$ cat config.mk
export PLATFORM = sky130hd
export DESIGN_NAME = unidade_controle_mc
export DESIGN_NICKNAME = d
export VERILOG_FILES = /design/src/rtl/unidade_controle_pkg.sv /design/src/rtl/contador_espera.sv /design/src/rtl/unidade_controle_mc.sv
export SDC_FILE = /design/constraint.sdc
export NUM_CORES = 1
export LEC_CHECK = 0
export CAP_MARGIN = 25
export CORE_ASPECT_RATIO = 0.5
export CORE_MARGIN = 2
export CORE_UTILIZATION = 30
export CTS_CLUSTER_DIAMETER = 40
export CTS_CLUSTER_SIZE = 14
export DETAILED_ROUTE_END_ITERATION = 10
export PLACE_DENSITY = 0.58
export SYNTH_ARGS = -nofsm -noshare
export SYNTH_HDL_FRONTEND = slang
export SYNTH_HIERARCHICAL = 1
export SYNTH_SLANG_ARGS = --single-unit
$ cat constraint.sdc
create_clock -name clk -period 3.1 [get_ports clk]
set_input_delay 0.465 -clock clk [delete_from_list [all_inputs] [get_ports clk]]
set_output_delay 0.465 -clock clk [all_outputs]
set_load 0.02 [all_outputs]
$ cat src/rtl/unidade_controle_pkg.sv
// Shared definitions for the multicycle MIPS-subset control unit:
// FSM state encoding, opcode/funct constants, datapath select encodings
// and the branch-condition helper.
package unidade_controle_pkg;

  typedef enum logic [5:0] {
    S_RESET, S_FETCH, S_MEM_WAIT_F, S_IR_LOAD, S_DECODE,
    S_ADD, S_SUB, S_AND, S_SLT, S_WB_R,
    S_ADDI, S_ADDIU, S_WB_I, S_LUI,
    S_BRANCH, S_BR_TAKEN,
    S_MEM_ADDR, S_LW_ACC, S_LW_WAIT, S_SW_ACC, S_SW_WAIT, S_MDR_LOAD, S_LW_WB,
    S_MULT_START, S_MULT_WAIT, S_DIV_START, S_DIV_WAIT, S_MFHI, S_MFLO,
    S_JUMP, S_JAL_LINK, S_JR, S_BREAK, S_RTE, S_EXC, S_EXC_JUMP
  } state_t;

  // opcodes
  localparam logic [5:0] OP_RTYPE = 6'h00;
  localparam logic [5:0] OP_J     = 6'h02;
  localparam logic [5:0] OP_JAL   = 6'h03;
  localparam logic [5:0] OP_BEQ   = 6'h04;
  localparam logic [5:0] OP_BNE   = 6'h05;
  localparam logic [5:0] OP_BLE   = 6'h06;
  localparam logic [5:0] OP_BGT   = 6'h07;
  localparam logic [5:0] OP_ADDI  = 6'h08;
  localparam logic [5:0] OP_ADDIU = 6'h09;
  localparam logic [5:0] OP_LUI   = 6'h0F;
  localparam logic [5:0] OP_LW    = 6'h23;
  localparam logic [5:0] OP_SW    = 6'h2B;

  // R-type funct codes
  localparam logic [5:0] FN_JR    = 6'h08;
  localparam logic [5:0] FN_BREAK = 6'h0D;
  localparam logic [5:0] FN_MFHI  = 6'h10;
  localparam logic [5:0] FN_MFLO  = 6'h12;
  localparam logic [5:0] FN_RTE   = 6'h13;
  localparam logic [5:0] FN_MULT  = 6'h18;
  localparam logic [5:0] FN_DIV   = 6'h1A;
  localparam logic [5:0] FN_ADD   = 6'h20;
  localparam logic [5:0] FN_SUB   = 6'h22;
  localparam logic [5:0] FN_AND   = 6'h24;
  localparam logic [5:0] FN_SLT   = 6'h2A;

  // select encodings
  localparam logic [1:0] PCS_ALU    = 2'd0;
  localparam logic [1:0] PCS_ALUOUT = 2'd1;
  localparam logic [1:0] PCS_JUMP   = 2'd2;
  localparam logic [1:0] PCS_EPC    = 2'd3;

  localparam logic [1:0] IORD_PC     = 2'd0;
  localparam logic [1:0] IORD_ALUOUT = 2'd1;

  localparam logic [1:0] RD_RT = 2'd0;
  localparam logic [1:0] RD_RD = 2'd1;
  localparam logic [1:0] RD_RA = 2'd2;
  localparam logic [1:0] RD_SP = 2'd3;

  localparam logic [2:0] M2R_ALUOUT = 3'd0;
  localparam logic [2:0] M2R_MDR    = 3'd1;
  localparam logic [2:0] M2R_HI     = 3'd2;
  localparam logic [2:0] M2R_LO     = 3'd3;
  localparam logic [2:0] M2R_LUI    = 3'd4;
  localparam logic [2:0] M2R_PC     = 3'd5;

  localparam logic [1:0] SRCB_B      = 2'd0;
  localparam logic [1:0] SRCB_4      = 2'd1;
  localparam logic [1:0] SRCB_IMM    = 2'd2;
  localparam logic [1:0] SRCB_IMM_SL = 2'd3;

  localparam logic [2:0] ALU_ADD = 3'd0;
  localparam logic [2:0] ALU_SUB = 3'd1;
  localparam logic [2:0] ALU_AND = 3'd2;
  localparam logic [2:0] ALU_SLT = 3'd3;

  localparam logic [1:0] EXC_INVALID = 2'd0;
  localparam logic [1:0] EXC_OVF     = 2'd1;
  localparam logic [1:0] EXC_DIVZ    = 2'd2;
  localparam logic [1:0] EXC_RTE     = 2'd3;

  // Branch condition from the A-vs-B compare flags.
  function automatic logic branch_taken(input logic [5:0] op, input logic et,
                                        input logic gt, input logic lt);
    case (op)
      OP_BEQ:  return et;
      OP_BNE:  return !et;
      OP_BLE:  return lt | et;
      OP_BGT:  return gt;
      default: return 1'b0;
    endcase
  endfunction

endpackage

$ cat src/rtl/contador_espera.sv
// Memory wait-state counter.
// Ports: clk, reset (sync, active-high), load (load load_val),
// dec (decrement while nonzero), load_val[3:0], zero (count == 0).
module contador_espera (
  input  logic       clk,
  input  logic       reset,
  input  logic       load,
  input  logic       dec,
  input  logic [3:0] load_val,
  output logic       zero
);

  logic [3:0] cnt;

  always_ff @(posedge clk) begin
    if (reset)
      cnt <= 4'd0;
    else if (load)
      cnt <= load_val;
    else if (dec && (cnt != 4'd0))
      cnt <= cnt - 4'd1;
  end

  assign zero = (cnt == 4'd0);

endmodule

$ cat src/rtl/unidade_controle_mc.sv
// Multicycle control unit (Moore FSM) for the MIPS-subset datapath.
// Inputs: clk, reset (sync, active-high), opcode/funct from IR, ALU flags
// ET/GT/LT/overflow, mult/div handshake muldiv_done/div_zero.
// Outputs: every datapath mux select and write enable, start pulses for
// the mult/div unit, EPC write/cause for exceptions, and state for debug.
module unidade_controle_mc
  import unidade_controle_pkg::*;
#(
  parameter int         MEM_WAIT    = 1,
  parameter logic [2:0] SP_INIT_SEL = 3'b111
) (
  input  logic       clk,
  input  logic       reset,
  input  logic [5:0] opcode,
  input  logic [5:0] funct,
  input  logic       ET,
  input  logic       GT,
  input  logic       LT,
  input  logic       overflow,
  input  logic       muldiv_done,
  input  logic       div_zero,
  output logic       PCWrite,
  output logic [1:0] PCSource,
  output logic [1:0] IorD,
  output logic       MemWrite,
  output logic       IRWrite,
  output logic [1:0] RegDst,
  output logic [2:0] MemToReg,
  output logic       RegWrite,
  output logic       AluSrcA,
  output logic [1:0] AluSrcB,
  output logic [2:0] ALUop,
  output logic       MultStart,
  output logic       DivStart,
  output logic       EPCWrite,
  output logic [1:0] ExcCause,
  output logic [5:0] state
);

  localparam bit         NO_WAIT   = (MEM_WAIT == 0);
  localparam logic [3:0] WAIT_LOAD = (MEM_WAIT > 0) ? 4'(MEM_WAIT - 1) : 4'd0;

  state_t     cur, nxt;
  logic [1:0] cause_q, cause_d;
  logic       cnt_load, cnt_dec, cnt_zero;

  // Counter is loaded in the cycle that issues the address, so the wait
  // state that follows sees MEM_WAIT-1 and leaves when it reaches 0.
  assign cnt_load = (cur == S_FETCH) || (cur == S_LW_ACC) || (cur == S_SW_ACC);
  assign cnt_dec  = (cur == S_MEM_WAIT_F) || (cur == S_LW_WAIT) || (cur == S_SW_WAIT);

  contador_espera u_espera (
    .clk      (clk),
    .reset    (reset),
    .load     (cnt_load),
    .dec      (cnt_dec),
    .load_val (WAIT_LOAD),
    .zero     (cnt_zero)
  );

  always_ff @(posedge clk) begin
    if (reset) begin
      cur     <= S_RESET;
      cause_q <= EXC_INVALID;
    end else begin
      cur     <= nxt;
      cause_q <= cause_d;
    end
  end

  always_comb begin
    nxt     = cur;
    cause_d = cause_q;
    case (cur)
      S_RESET:      nxt = S_FETCH;
      S_FETCH:      nxt = NO_WAIT ? S_IR_LOAD : S_MEM_WAIT_F;
      S_MEM_WAIT_F: if (cnt_zero) nxt = S_IR_LOAD;
      S_IR_LOAD:    nxt = S_DECODE;
      S_DECODE: begin
        // Cause is only observed in EXC, so it can be primed unconditionally.
        nxt     = S_EXC;
        cause_d = EXC_INVALID;
        case (opcode)
          OP_RTYPE: begin
            case (funct)
              FN_ADD:   nxt = S_ADD;
              FN_SUB:   nxt = S_SUB;
              FN_AND:   nxt = S_AND;
              FN_SLT:   nxt = S_SLT;
              FN_JR:    nxt = S_JR;
              FN_MULT:  nxt = S_MULT_START;
              FN_DIV:   nxt = S_DIV_START;
              FN_MFHI:  nxt = S_MFHI;
              FN_MFLO:  nxt = S_MFLO;
              FN_BREAK: nxt = S_BREAK;
              FN_RTE:   nxt = S_RTE;
              default:  nxt = S_EXC;
            endcase
          end
          OP_ADDI:  nxt = S_ADDI;
          OP_ADDIU: nxt = S_ADDIU;
          OP_BEQ, OP_BNE, OP_BLE, OP_BGT: nxt = S_BRANCH;
          OP_LW, OP_SW: nxt = S_MEM_ADDR;
          OP_LUI:   nxt = S_LUI;
          OP_J:     nxt = S_JUMP;
          OP_JAL:   nxt = S_JAL_LINK;
          default:  nxt = S_EXC;
        endcase
      end
      S_ADD, S_SUB: begin
        if (overflow) begin
          nxt     = S_EXC;
          cause_d = EXC_OVF;
        end else begin
          nxt = S_WB_R;
        end
      end
      S_AND, S_SLT: nxt = S_WB_R;
      S_ADDI: begin
        if (overflow) begin
          nxt     = S_EXC;
          cause_d = EXC_OVF;
        end else begin
          nxt = S_WB_I;
        end
      end
      S_ADDIU:      nxt = S_WB_I;
      S_WB_R, S_WB_I, S_LUI: nxt = S_FETCH;
      S_BRANCH:     nxt = branch_taken(opcode, ET, GT, LT) ? S_BR_TAKEN : S_FETCH;
      S_BR_TAKEN:   nxt = S_FETCH;
      S_MEM_ADDR:   nxt = (opcode == OP_LW) ? S_LW_ACC : S_SW_ACC;
      S_LW_ACC:     nxt = NO_WAIT ? S_MDR_LOAD : S_LW_WAIT;
      S_LW_WAIT:    if (cnt_zero) nxt = S_MDR_LOAD;
      S_SW_ACC:     nxt = NO_WAIT ? S_FETCH : S_SW_WAIT;
      S_SW_WAIT:    if (cnt_zero) nxt = S_FETCH;
      S_MDR_LOAD:   nxt = S_LW_WB;
      S_LW_WB:      nxt = S_FETCH;
      S_MULT_START: nxt = S_MULT_WAIT;
      S_MULT_WAIT:  if (muldiv_done) nxt = S_FETCH;
      S_DIV_START:  nxt = S_DIV_WAIT;
      S_DIV_WAIT: begin
        // A zero divisor wins over a simultaneous done.
        if (div_zero) begin
          nxt     = S_EXC;
          cause_d = EXC_DIVZ;
        end else if (muldiv_done) begin
          nxt = S_FETCH;
        end
      end
      S_MFHI, S_MFLO, S_JUMP, S_JR, S_BREAK, S_RTE: nxt = S_FETCH;
      S_JAL_LINK:   nxt = S_JUMP;
      S_EXC:        nxt = S_EXC_JUMP;
      S_EXC_JUMP:   nxt = S_FETCH;
      default:      nxt = S_FETCH;
    endcase
  end

  always_comb begin
    PCWrite   = 1'b0;
    PCSource  = PCS_ALU;
    IorD      = IORD_PC;
    MemWrite  = 1'b0;
    IRWrite   = 1'b0;
    RegDst    = RD_RT;
    MemToReg  = M2R_ALUOUT;
    RegWrite  = 1'b0;
    AluSrcA   = 1'b0;
    AluSrcB   = SRCB_B;
    ALUop     = ALU_ADD;
    MultStart = 1'b0;
    DivStart  = 1'b0;
    EPCWrite  = 1'b0;
    ExcCause  = 2'd0;
    case (cur)
      S_RESET: begin
        RegWrite = 1'b1;
        RegDst   = RD_SP;
        MemToReg = SP_INIT_SEL;
      end
      S_FETCH: begin
        IorD     = IORD_PC;
        AluSrcB  = SRCB_4;
        PCWrite  = 1'b1;
        PCSource = PCS_ALU;
      end
      S_IR_LOAD: IRWrite = 1'b1;
      S_DECODE:  AluSrcB = SRCB_IMM_SL;
      S_ADD: begin AluSrcA = 1'b1; ALUop = ALU_ADD; end
      S_SUB: begin AluSrcA = 1'b1; ALUop = ALU_SUB; end
      S_AND: begin AluSrcA = 1'b1; ALUop = ALU_AND; end
      S_SLT: begin AluSrcA = 1'b1; ALUop = ALU_SLT; end
      S_WB_R: begin
        RegWrite = 1'b1;
        RegDst   = RD_RD;
      end
      S_ADDI, S_ADDIU, S_MEM_ADDR: begin
        AluSrcA = 1'b1;
        AluSrcB = SRCB_IMM;
      end
      S_WB_I: RegWrite = 1'b1;
      S_LUI: begin
        RegWrite = 1'b1;
        MemToReg = M2R_LUI;
      end
      S_BRANCH: begin
        AluSrcA = 1'b1;
        ALUop   = ALU_SUB;
      end
      S_BR_TAKEN: begin
        PCWrite  = 1'b1;
        PCSource = PCS_ALUOUT;
      end
      S_LW_ACC, S_LW_WAIT, S_SW_WAIT: IorD = IORD_ALUOUT;
      S_SW_ACC: begin
        IorD     = IORD_ALUOUT;
        MemWrite = 1'b1;
      end
      S_LW_WB: begin
        RegWrite = 1'b1;
        MemToReg = M2R_MDR;
      end
      S_MULT_START: MultStart = 1'b1;
      S_DIV_START:  DivStart  = 1'b1;
      S_MFHI: begin
        RegWrite = 1'b1;
        RegDst   = RD_RD;
        MemToReg = M2R_HI;
      end
      S_MFLO: begin
        RegWrite = 1'b1;
        RegDst   = RD_RD;
        MemToReg = M2R_LO;
      end
      S_JUMP: begin
        PCWrite  = 1'b1;
        PCSource = PCS_JUMP;
      end
      S_JAL_LINK: begin
        RegWrite = 1'b1;
        RegDst   = RD_RA;
        MemToReg = M2R_PC;
      end
      S_JR: begin
        AluSrcA  = 1'b1;
        PCWrite  = 1'b1;
      end
      S_BREAK: begin
        // PC - 4 rewinds onto the break itself, so the core spins here.
        AluSrcB = SRCB_4;
        ALUop   = ALU_SUB;
        PCWrite = 1'b1;
      end
      S_RTE: begin
        PCWrite  = 1'b1;
        PCSource = PCS_EPC;
        ExcCause = EXC_RTE;
      end
      S_EXC: begin
        EPCWrite = 1'b1;
        AluSrcB  = SRCB_4;
        ALUop    = ALU_SUB;
        ExcCause = cause_q;
      end
      S_EXC_JUMP: begin
        PCWrite  = 1'b1;
        PCSource = PCS_EPC;
        ExcCause = cause_q;
      end
      default: ;
    endcase
  end

  assign state = cur;

endmodule

==> reports/results.ini <==
[layout]
final_common_cell = clkdlybuf4s50_1
layout-drive-gt1-share = 0.0870
utilization = 0.420
areaGrowthSynthToFinish_pct = 30.9
antenna_cells = 0
final_cell_count_no_fill = 433
layout_common_cells = clkdlybuf4s50_1, nor2_1, a21oi_1
nets = 367

[synthesis]
yosysWarnings = 6
ys.flop_type = dfxtp_1
async_reset_ff_frac = 0
synth_edf_count = 0
synth_cell_types = 68
ys_seq_elements = 12
syn_area_per_cell_sq_um = 6.53
synthesis.instances = 307
syn_area_sq_mm = 0.00201
ys_seq_area_frac = 0.120

[power_and_ir_drop]
ir_drop_v = 0.000228
leakage_uw = 0.000897
p_per_area_mw_per_mm2 = 561

[timing]
slew_viol_final = 0
min_period_over_period = 0.940
clock_skew_ns = 0.00291
period_minus_slack_ns = 2.91
setup_viol = 0
grt_setup_unrepaired = no
fin_tns_setup_ns = 0
relSlewSlack = 0.468
worst_pin_slew_ns = 0.796
finalHoldViolCount = 0
fmax_mhz = 343

[placement]
dpl.hpwl_mm = 4.99
post-place-cells = 429
io_buffers = 47
routabilityCongestion = 0.940

[global_route]
grt_pass1_wl_mm = 10.5
grt_max_degree = 24
grt_pass1_vias = 2132
antenna_found_initial = 0
overflow = 0
grt_use_total = 0.176

[min_path]
hold_path_class = reg2reg
worstHoldPathCells = 2

[routing]
finalWirelength_mm = 6.57
via_per_inst = 5.72
firstDrtPassIters = 7
drt_iter0_drc = 211
drc = 0
highest_layer = met4
via_count = 2475
met3WireLength_um = 490
ant_nets = 0
wl_met2_mm = 2.89
met1Wirelength_mm = 3.14
wl_per_cell_um = 15.2

[setup_path]
path_depth = 4
criticalPathCategory = reg2out
crit_path_end_kind = output port
critical_path_arrival_ns = 2.45
crit_chain = nor2b_1 > buf_4 > nor4b_1 > clkdlybuf4s50_1
rr_worst_depth = 7
cp_max_fo = 23
cp_slowest_cell = dfxtp_1
start_kind = flip-flop
timing.critical_path.buf_inv = 2
cpPeakStageDelay_ns = 0.83
required_ns = 2.63
crit_family = buffers and inverters

[floorplan]
die_area_sq_mm = 0.00740
rows = 20
initial_utilization = 0.321
ioPinCount = 50
die_y_um = 61.8
coreArea_sq_mm = 0.00626
die_w_um = 120

[clock_tree]
cts_buffer_depth = 2
h-tree-depth = 1
cts_sinks = 12
insertion_delay_ns = 0.24
path_clk_slew_ns = 0.05
cts_made_buffers = 3
postCtsSetupBuffers = 0
root_buffer = clkbuf_16
cts_tree = built

[outcome]
outcome = completed

[run]
maxCapViolCount = 0

-- synthesized netlist by cell type, types with 3 or more instances --
| cell | count | area [sq um] |
|---|---|---|
| or3_1 | 4 | 25.0 |
| o32a_1 | 3 | 30.0 |
| nor2_1 | 39 | 146 |
| a211oi_1 | 5 | 37.5 |
| nand3_1 | 14 | 70.1 |
| nor2b_1 | 7 | 43.8 |
| nor4_1 | 4 | 25.0 |
| a21oi_1 | 30 | 150 |
| a311oi_1 | 5 | 43.8 |
| or2_2 | 3 | 18.8 |
| nand4b_1 | 3 | 26.3 |
| nand2_1 | 24 | 90.1 |
| a31oi_1 | 3 | 18.8 |
| o21ai_0 | 13 | 65.1 |
| o22ai_1 | 5 | 31.3 |
| clkbuf_1 | 8 | 30.0 |
| buf_2 | 13 | 65.1 |
| a32oi_1 | 3 | 26.3 |
| nand4_1 | 7 | 43.8 |
| dfxtp_1 | 12 | 240 |
| xnor2_1 | 3 | 26.3 |
| nand2b_1 | 7 | 43.8 |
| mux2i_1 | 6 | 60.1 |
| nor3_1 | 13 | 65.1 |
| inv_1 | 15 | 56.3 |
-- worst register-to-register path: stages, from the launching register on --
cell and delay, ns:
dfxtp_1 0.83, buf_4 0.29, nand2b_1 0.18, nor2_1 0.07
o2111ai_1 0.31, nand3_1 0.21, nor4_1 0.33, nor3_1 0.09
-- flip-flops by register name, summed over array words and instances (netlist names) --
| register | flops |
|---|---|
| cause_q | 2 |
| u_espera/cnt | 4 |
| state | 6 |
-- power breakdown --
group          total (uW)  switching [uW]  internal (uW)
clock                 269            73.3            195
sequential            242            55.2            187
combinational         961             553            409
total                1470             681            791
-- final cells by class --
type | instances | area (sq um)
fillers | 654 | 3630
clock buffers | 4 | 88.8
multi-input cells | 256 | 1580
well taps | 88 | 110
repair buffers | 57 | 546
flip-flops and latches | 12 | 241
inverters | 16 | 60.1
-- metal layers --
metal  GRT usage  vias to the layer above
li1            -                     1209
met1       0.252                     1154
met2       0.285                      104
met3      0.0319                        8
met4      0.0319                        0
met5           0                        -
-- metrics by stage --
stage / total power [uW] / hold WS, ns / setup WS (ns) / area, sq um
global placement: 1190 / 0.464 / 0.377 / 2530
floorplan: 875 / 0.448 / 0.771 / 2020
CTS: 1460 / 0.473 / 0.130 / 2620
finish: 1470 / 0.470 / 0.186 / 2630
detailed placement: 1190 / 0.466 / 0.394 / 2530
global route: 1570 / 0.496 / 0.0174 / 2630
-- cells by family (layout without fill, tap and decap cells) --
| group | count (synthesis) | after routing | share of synthesized area |
|---|---|---|---|
| fa+ha+maj | 2 | 2 | 0.0112 |
| buf+inv | 44 | 77 | 0.102 |
| other cells | 1 | 6 | 0.00187 |
| mux | 6 | 6 | 0.0299 |
| xor+xnor | 3 | 3 | 0.0131 |
| compound gates | 95 | 95 | 0.333 |
| flops | 12 | 12 | 0.120 |
| simple gates | 144 | 144 | 0.389 |
-- worst paths after layout --
check                          start                 endpoint  slack [ns]
min reg2reg  cause_q[1]$_SDFFE_PP0P_  cause_q[1]$_SDFFE_PP0P_        0.47
max reg2reg    state[1]$_SDFFE_PP0P_    state[5]$_SDFFE_PP0P_        0.66
min          cause_q[1]$_SDFFE_PP0P_  cause_q[1]$_SDFFE_PP0P_        0.47
max            state[1]$_SDFFE_PP0P_                 MemWrite        0.19
-- timing repair --
action | in CTS | in global routing
endpoints found under the hold margin | 0 | 0
endpoints found under the setup margin | 0 | 1
hold buffers | 0 | 0
gates resized for setup | 0 | 1
Power figures use the tool's default switching activity.
